==> config.mk <==
export PLATFORM = sky130hd
export DESIGN_NAME = hazard_ctrl
export DESIGN_NICKNAME = d
export VERILOG_FILES = /design/src/rtl/hazard_ctrl.sv
export SDC_FILE = /design/constraint.sdc
export NUM_CORES = 1
export LEC_CHECK = 0
export ABC_CLOCK_PERIOD_IN_PS = 5000
export CAP_MARGIN = 20
export CORE_ASPECT_RATIO = 2
export CORE_MARGIN = 2
export CORE_UTILIZATION = 30
export DETAILED_ROUTE_END_ITERATION = 8
export PLACE_DENSITY = 0.75
export SLEW_MARGIN = 20
export SYNTH_ARGS = -nofsm -noshare
export SYNTH_HDL_FRONTEND = slang
export SYNTH_SLANG_ARGS = --single-unit
==> constraint.sdc <==
create_clock -name clk_i -period 5 [get_ports clk_i]
set_input_delay 1.5 -clock clk_i [delete_from_list [all_inputs] [get_ports clk_i]]
set_output_delay 1.5 -clock clk_i [all_outputs]
set_load 0.05 [all_outputs]
==> src/rtl/hazard_ctrl.sv <==
// Pipeline hazard controller: operand forwarding, load-use/branch hazards and data-memory wait/timeout FSM.
// Optional stall performance counter is built only when HAZARD_PERF_EN is defined.
module hazard_ctrl #(
    parameter int REG_ADDR_WIDTH = 5,
    parameter int MEM_TIMEOUT    = 16,
    parameter int CNT_WIDTH      = 32
) (
    input  logic                      clk_i,
    input  logic                      rst_n_i,
    input  logic [REG_ADDR_WIDTH-1:0] Rs1D_i,
    input  logic [REG_ADDR_WIDTH-1:0] Rs2D_i,
    input  logic [REG_ADDR_WIDTH-1:0] Rs1E_i,
    input  logic [REG_ADDR_WIDTH-1:0] Rs2E_i,
    input  logic [REG_ADDR_WIDTH-1:0] RdE_i,
    input  logic [REG_ADDR_WIDTH-1:0] RdM_i,
    input  logic [REG_ADDR_WIDTH-1:0] RdW_i,
    input  logic [1:0]                ResultSrcE_i,
    input  logic                      RegWriteM_i,
    input  logic                      RegWriteW_i,
    input  logic                      PCSrcE_i,
    input  logic                      MemReqM_i,
    input  logic                      MemReadyM_i,
    output logic [1:0]                ForwardAE_o,
    output logic [1:0]                ForwardBE_o,
    output logic                      StallF_o,
    output logic                      StallD_o,
    output logic                      StallE_o,
    output logic                      StallM_o,
    output logic                      FlushD_o,
    output logic                      FlushE_o,
    output logic                      FlushW_o,
    output logic                      MemTimeout_o,
    output logic [CNT_WIDTH-1:0]      StallCount_o
);

    typedef enum logic [1:0] {
        RUN      = 2'b00,
        MEM_WAIT = 2'b01,
        ERROR    = 2'b10
    } state_t;

    localparam int WAIT_W = (MEM_TIMEOUT > 1) ? $clog2(MEM_TIMEOUT + 1) : 1;
    localparam logic [WAIT_W-1:0] WAIT_LAST = WAIT_W'(MEM_TIMEOUT - 1);
    localparam logic [REG_ADDR_WIDTH-1:0] REG_ZERO = {REG_ADDR_WIDTH{1'b0}};

    state_t            state_r;
    logic [WAIT_W-1:0] waitCnt_r;

    logic loadUse_s;
    logic memStall_s;
    logic stallF_s;
    logic stallD_s;
    logic stallE_s;
    logic stallM_s;
    logic flushD_s;
    logic flushE_s;
    logic flushW_s;

    // M-stage result wins over W-stage; register 0 is hard-wired and never forwarded.
    function automatic logic [1:0] fwdSel(
        input logic [REG_ADDR_WIDTH-1:0] rs,
        input logic                      regWriteM,
        input logic [REG_ADDR_WIDTH-1:0] rdM,
        input logic                      regWriteW,
        input logic [REG_ADDR_WIDTH-1:0] rdW
    );
        logic [1:0] sel;
        if (regWriteM && (rdM != REG_ZERO) && (rdM == rs)) begin
            sel = 2'b10;
        end else if (regWriteW && (rdW != REG_ZERO) && (rdW == rs)) begin
            sel = 2'b01;
        end else begin
            sel = 2'b00;
        end
        return sel;
    endfunction

    assign ForwardAE_o = fwdSel(Rs1E_i, RegWriteM_i, RdM_i, RegWriteW_i, RdW_i);
    assign ForwardBE_o = fwdSel(Rs2E_i, RegWriteM_i, RdM_i, RegWriteW_i, RdW_i);

    // Memory wait/timeout state machine and its wait counter.
    always_ff @(posedge clk_i or negedge rst_n_i) begin
        if (!rst_n_i) begin
            state_r   <= RUN;
            waitCnt_r <= {WAIT_W{1'b0}};
        end else begin
            case (state_r)
                RUN: begin
                    if (MemReqM_i && !MemReadyM_i) begin
                        state_r   <= MEM_WAIT;
                        waitCnt_r <= {WAIT_W{1'b0}};
                    end else begin
                        state_r   <= RUN;
                    end
                end
                MEM_WAIT: begin
                    if (MemReadyM_i) begin
                        state_r <= RUN;
                    end else if (waitCnt_r == WAIT_LAST) begin
                        state_r <= ERROR;
                    end else begin
                        waitCnt_r <= waitCnt_r + WAIT_W'(1);
                    end
                end
                ERROR: begin
                    state_r <= ERROR;
                end
                default: begin
                    state_r   <= RUN;
                    waitCnt_r <= {WAIT_W{1'b0}};
                end
            endcase
        end
    end

    // Stall/flush decode; an unacknowledged request in RUN stalls in the same cycle it is seen.
    always_comb begin
        loadUse_s  = 1'b0;
        memStall_s = 1'b0;
        stallF_s   = 1'b0;
        stallD_s   = 1'b0;
        stallE_s   = 1'b0;
        stallM_s   = 1'b0;
        flushD_s   = 1'b0;
        flushE_s   = 1'b0;
        flushW_s   = 1'b0;
        case (state_r)
            RUN: begin
                memStall_s = MemReqM_i && !MemReadyM_i;
                loadUse_s  = (ResultSrcE_i == 2'b01) && (RdE_i != REG_ZERO) &&
                             ((RdE_i == Rs1D_i) || (RdE_i == Rs2D_i));
            end
            MEM_WAIT: begin
                memStall_s = 1'b1;
            end
            ERROR: begin
                memStall_s = 1'b1;
            end
            default: begin
                memStall_s = 1'b1;
            end
        endcase
        // A frozen pipeline holds any pending branch; it is applied once the stall lifts.
        if (!rst_n_i) begin
            stallF_s = 1'b0;
        end else if (memStall_s) begin
            stallF_s = 1'b1;
            stallD_s = 1'b1;
            stallE_s = 1'b1;
            stallM_s = 1'b1;
            flushW_s = 1'b1;
        end else if (PCSrcE_i) begin
            flushD_s = 1'b1;
            flushE_s = 1'b1;
        end else if (loadUse_s) begin
            stallF_s = 1'b1;
            stallD_s = 1'b1;
            flushE_s = 1'b1;
        end else begin
            stallF_s = 1'b0;
        end
    end

    assign StallF_o     = stallF_s;
    assign StallD_o     = stallD_s;
    assign StallE_o     = stallE_s;
    assign StallM_o     = stallM_s;
    assign FlushD_o     = flushD_s;
    assign FlushE_o     = flushE_s;
    assign FlushW_o     = flushW_s;
    assign MemTimeout_o = (state_r == ERROR);

`ifdef HAZARD_PERF_EN
    logic [CNT_WIDTH-1:0] stallCnt_r;

    // Saturating count of fetch-stall cycles.
    always_ff @(posedge clk_i or negedge rst_n_i) begin
        if (!rst_n_i) begin
            stallCnt_r <= {CNT_WIDTH{1'b0}};
        end else if (stallF_s && (stallCnt_r != {CNT_WIDTH{1'b1}})) begin
            stallCnt_r <= stallCnt_r + CNT_WIDTH'(1);
        end else begin
            stallCnt_r <= stallCnt_r;
        end
    end

    assign StallCount_o = stallCnt_r;
`else
    assign StallCount_o = {CNT_WIDTH{1'b0}};
`endif

endmodule
# == Word-level counts from Yosys, hierarchy flattened ==
# Cells that the tools add are included.
# totals
reg_bits,7
latchBits,0
ramBits,0
romBits,0
mem_count,0
# op_classes
add_sub_neg,1
mul,0
div_mod_pow,0
magnitude_cmp,0
eq_ne,14
shifts,0
n_mux,26
bitwise_logic,1
n_reduce_logical,16
# op_table
cell,count
$eq A5 B5 Y1,6
$mux W1,17
$mux W5,3
$pmux W5 S3,1
$reduce_bool A5 Y1,3
$logic_and A1 B1 Y1,9
$mux W2,4
$ne A2 B2 Y1 const B,3
$pmux W2 S3,1
$add A5 B1 Y5 const B,1
$eq A5 B4 Y1 const B,1
$eq A2 B1 Y1 const B,2
$reduce_and A4 Y1,1
$ne A3 B3 Y1 const B,1
$eq A2 B2 Y1 const B,1
$logic_not A2 Y1,1
$logic_not A1 Y1,1
$logic_or A1 B1 Y1,1
$not A1 Y1,1

# == Logic depth before layout (Yosys ltp) ==
# logic_depth
word_depth,8
mapped_depth,7

# == Worst setup path before layout ==
# No wires, ideal clock.
# synth_path
kind,input -> output
from,in RdM_i[4]
to,out ForwardAE_o[0]
arrival_ns,3.865
required_time_ns,3.500
slack_ns,-0.365
stages,4
path_cell_list,xnor2_1 > nand3_1 > nor4_1 > nor4_2
# synth_between
elab_chain_len,4
# synth_lines
element,line,source
start: declaration,15,"input logic [REG_ADDR_WIDTH-1:0] RdM_i,"
$reduce_bool A5 Y1,68,if (regWriteM && (rdM != REG_ZERO) && (rdM == rs)) begin
$logic_and A1 B1 Y1,68,
$logic_and A1 B1 Y1 *,68,
$mux W2 *,68,
end: declaration,23,"output logic [1:0] ForwardAE_o,"
# Every way passes the cells marked *; elsewhere a longest branch is shown, timed or not.

# == Worst setup path after layout ==
# layout_path
from,in RdM_i[1]
to,out ForwardBE_o[0]
# layout_between
elab_chain_len,4
# layout_lines
element,line,source
$reduce_bool A5 Y1,68,
$logic_and A1 B1 Y1,68,
$logic_and A1 B1 Y1 *,68,
$mux W2 *,68,
end: declaration,24,"output logic [1:0] ForwardBE_o,"
# Marked as above.

==> flow_metrics.env <==
export IMPL_outcome="finished clean"
export IMPL_grt_use_total_pct=14.8
export IMPL_tightestPinTransition_ns=0.715
export IMPL_die_w_um=46.4
export IMPL_setup_viol=0
export IMPL_dieArea_um2=4120
export IMPL_drcViolationCount=0
export IMPL_seq_area_frac_synth_pct=16.2
export IMPL_use_met2_pct=31.9
export IMPL_powerDensity_nw_per_um2=183
export IMPL_peakVddDrop_mv=0.111
export IMPL_avgSynthCellArea_um2=8.18
export IMPL_synth_compound_area_share_pct=10.1
export IMPL_overflow=0
export IMPL_avgRoutedWirePerCell_um=12.0
export IMPL_clock_latency_ns=0.23
export IMPL_vias=1059
export IMPL_via_per_inst=4.41
export IMPL_p_leak_nw=0.739
export IMPL_drt_pass1_iterations=4
export IMPL_ff_latch_area_um2=175
export IMPL_p_total_w=0.000313
export IMPL_comb_power_share_pct=54.4
export IMPL_maxCapViolations=0
export IMPL_fp_row_count=30
export IMPL_finalNetCount=239
export IMPL_gp_congestion=0.842
export IMPL_postRouteAntennaNets=0
export IMPL_grt_max_degree=10
export IMPL_crit_path_end_kind="output pin"
export IMPL_finalHoldViolCount=0
export IMPL_worstPathRequired_ns=3.50
export IMPL_coreArea_um2=3420
export IMPL_rsz0062_at_grt="false"
export IMPL_portBuffers=55
export IMPL_crit_arrival_ns=3.40
export IMPL_max_slew_margin_pct=51.9
export IMPL_synth_seq_cells=7
export IMPL_totalWireLength_mm=2.88
export IMPL_drt_initial_drc_count=16
export IMPL_cts_max_level=1
export IMPL_clkPwrFrac_pct=25.2
export IMPL_syn_cell_area_um2=1080
export IMPL_final_min_clock_period_ns=4.90
export IMPL_fp_dieH_um=88.8
export IMPL_crit_type="primary input to output pin"
export IMPL_syn_to_final_growth_pct=58.1
export IMPL_busiest_layer="met2"
export IMPL_worst_setup_hold_path_clk_slew_ns=0.04
export IMPL_cts_root_buf="clkbuf_8"
export IMPL_synth_distinct_cells=29
export IMPL_path_max_fanout=3
export IMPL_cts_tree="built"
export IMPL_syn_inst=132
export IMPL_clockBufferDepth=2
export IMPL_synthAdderAreaFrac_pct=2.32
export IMPL_grt_pass1_wl_mm=4.34
export IMPL_synth_mux_area_share_pct=0.927
export IMPL_synth_warnings=0
export IMPL_cts_sink_count=7
export IMPL_grt_use_met1_pct=9.32
export IMPL_multi_input_area_um2=747
export IMPL_crit_path_start_kind="primary input"
export IMPL_io_pins=88
export IMPL_synthXorXnorAreaFrac_pct=24.3
export IMPL_hold_buffers=0
export IMPL_slew_viol_final=0
export IMPL_period_share_pct=97.9
export IMPL_seqPwrFrac_pct=20.5
export IMPL_fmaxAchievable_mhz=204
export IMPL_place_hpwl_mm=2.62
export IMPL_timing_hold_ws_ns=0.491
export IMPL_grt_pass1_vias=1065
export IMPL_fillCellCount=334
export IMPL_holdCritPathClass="register to register"
export IMPL_postCtsSetupRepairBufs=0
export IMPL_drive_gt1_share_pct=13.5
export IMPL_switching_share_pct=42.9
export IMPL_cts_resized=0
export IMPL_internal_power_w=0.000179
export IMPL_netSwitchingPower_w=0.000134
export IMPL_yosys_area_share_simple_pct=19.7
export IMPL_met3_usage_pct=4.69
export IMPL_skew_ns=0.00386
export IMPL_cts_buffers_inserted=3
export IMPL_antenna_found_initial=0
export IMPL_antenna_cells=0
export IMPL_synth_top_family_by_area="buffers and inverters"
export IMPL_initial_utilization_pct=31.6
[synthesized netlist by cell type]
master / n / share of area [%]
conb_1: 1 / 0.35
a22oi_1: 2 / 1.4
o21bai_1: 1 / 0.70
a31o_2: 1 / 0.81
nand2_1: 3 / 1.0
nor4_2: 2 / 2.3
o31ai_1: 4 / 2.8
and3_1: 1 / 0.58
o21ai_2: 1 / 0.81
or2_2: 1 / 0.58
mux2i_1: 1 / 0.93
nand3_1: 4 / 1.9
ha_1: 2 / 2.3
xnor2_1: 6 / 4.9
xor2_1: 24 / 19
nor3_1: 4 / 1.9
dfrtp_1: 7 / 16
nor2b_1: 3 / 1.7
nor2_1: 6 / 2.1
inv_1: 5 / 1.7
o32ai_1: 1 / 0.81
and4b_1: 1 / 0.93
nor4_1: 2 / 1.2
or4_4: 1 / 1.0
o21ai_0: 5 / 2.3
o21ai_1: 1 / 0.46
or4_1: 4 / 2.8
buf_4: 35 / 24
nand2b_1: 3 / 1.7
[placed cells by master, fill, tap and decap left out]
cell type / netlist / routed
clkbuf_8: 0 / 3
ha_1: 2 / 2
and4b_1: 1 / 1
buf_12: 0 / 8
a22oi_1: 2 / 2
conb_1: 1 / 32
clkdlybuf4s50_1: 0 / 44
o21ai_0: 5 / 5
mux2i_1: 1 / 1
clkbuf_1: 0 / 1
xor2_1: 24 / 24
o21ai_2: 1 / 1
inv_1: 5 / 5
nand3_1: 4 / 4
nand2b_1: 3 / 3
nor3_1: 4 / 4
o32ai_2: 0 / 1
or2_2: 1 / 1
or4_4: 1 / 1
nor4_2: 2 / 2
nor2_1: 6 / 6
buf_4: 35 / 8
or4_1: 4 / 4
nor2b_1: 3 / 3
dfrtp_1: 7 / 7
nor4_1: 2 / 2
xnor2_1: 6 / 6
o21ai_1: 1 / 1
a31o_2: 1 / 1
and3_1: 1 / 1
o31ai_1: 4 / 4
o21bai_1: 1 / 1
nand2_1: 3 / 3
[per-stage QoR]
step | setup WS [ns] | utilization (%) | cell area, um2 | std cells | TNS, ns
after CTS | 0.0880 | 50.0 | 1710 | 240 | 0
final | 0.103 | 50.0 | 1710 | 240 | 0
after global placement | 0.133 | 48.6 | 1660 | 236 | 0
after floorplan | -0.365 | - | 1200 | 163 | -0.729
after detailed placement | 0.0871 | 48.6 | 1660 | 236 | 0
after global routing | 0.0280 | 50.0 | 1710 | 240 | 0
[routing by layer]
layer / up-vias / wire, um
li1: 507 / -
met1: 465 / 671
met2: 81 / 1730
met3: 6 / 387
met4: 0 / 92
met5: - / 0
[flip-flops by register name (all words and copies together), names as in the netlist]
signal	flops
state_r	2
waitCnt_r	5
[path summary, 6_finish.rpt]
kind                            cells past startpoint                        to                     start  slack, ns
worst max register to register                      7  waitCnt_r[3]$_DFFE_PN0P_  waitCnt_r[0]$_DFFE_PN0P_       2.90
max in group asynchronous                           2    state_r[0]$_DFFE_PN0P_                   rst_n_i       3.25
min in group asynchronous                           2  waitCnt_r[4]$_DFFE_PN0P_                   rst_n_i       1.61
worst min-delay path                                2  waitCnt_r[4]$_DFFE_PN0P_  waitCnt_r[4]$_DFFE_PN0P_       0.49
worst max-delay path                                6            ForwardBE_o[0]                  RdM_i[1]       0.10
worst min register to register                      2  waitCnt_r[4]$_DFFE_PN0P_  waitCnt_r[4]$_DFFE_PN0P_       0.49
[kinds of logic (layout without fill, tap and decap cells)]
kind of cell / Yosys count / count (layout)
multiplexers: 1 / 1
buffers and inverters: 40 / 69
flip-flops: 7 / 7
adder cells (fa/ha/maj): 2 / 2
XOR/XNOR: 30 / 30
AO/OA/AOI/OAI: 16 / 16
AND/OR/NAND/NOR: 35 / 35
other: 1 / 32
[worst max-delay path, stage by stage]
cell	delay, ns
clkdlybuf4s50_1	0.46
or4_4	0.56
o21ai_2	0.16
nor4_1	0.13
nor4_2	0.40
buf_12	0.19
[power groups by stage]
stage	combinational [W]	sequential, W	clock (W)
final	0.000170	0.0000641	0.0000788
after floorplan	0.000124	0.0000639	0
after global placement	0.000168	0.0000647	0
after detailed placement	0.000170	0.0000649	0
after CTS	0.000171	0.0000642	0.0000810
after global routing	0.000181	0.0000646	0.0000830
[area by class of cell]
| class | instances | area share, % |
|---|---|---|
| Clock buffer | 4 | 2.64 |
| Inverter | 5 | 1.10 |
| Multi-Input combinational cell | 116 | 43.8 |
| Sequential cell | 7 | 10.3 |
| Tap cell | 48 | 3.52 |
| Timing Repair Buffer | 60 | 38.7 |
Power figures use the tool's default switching activity.
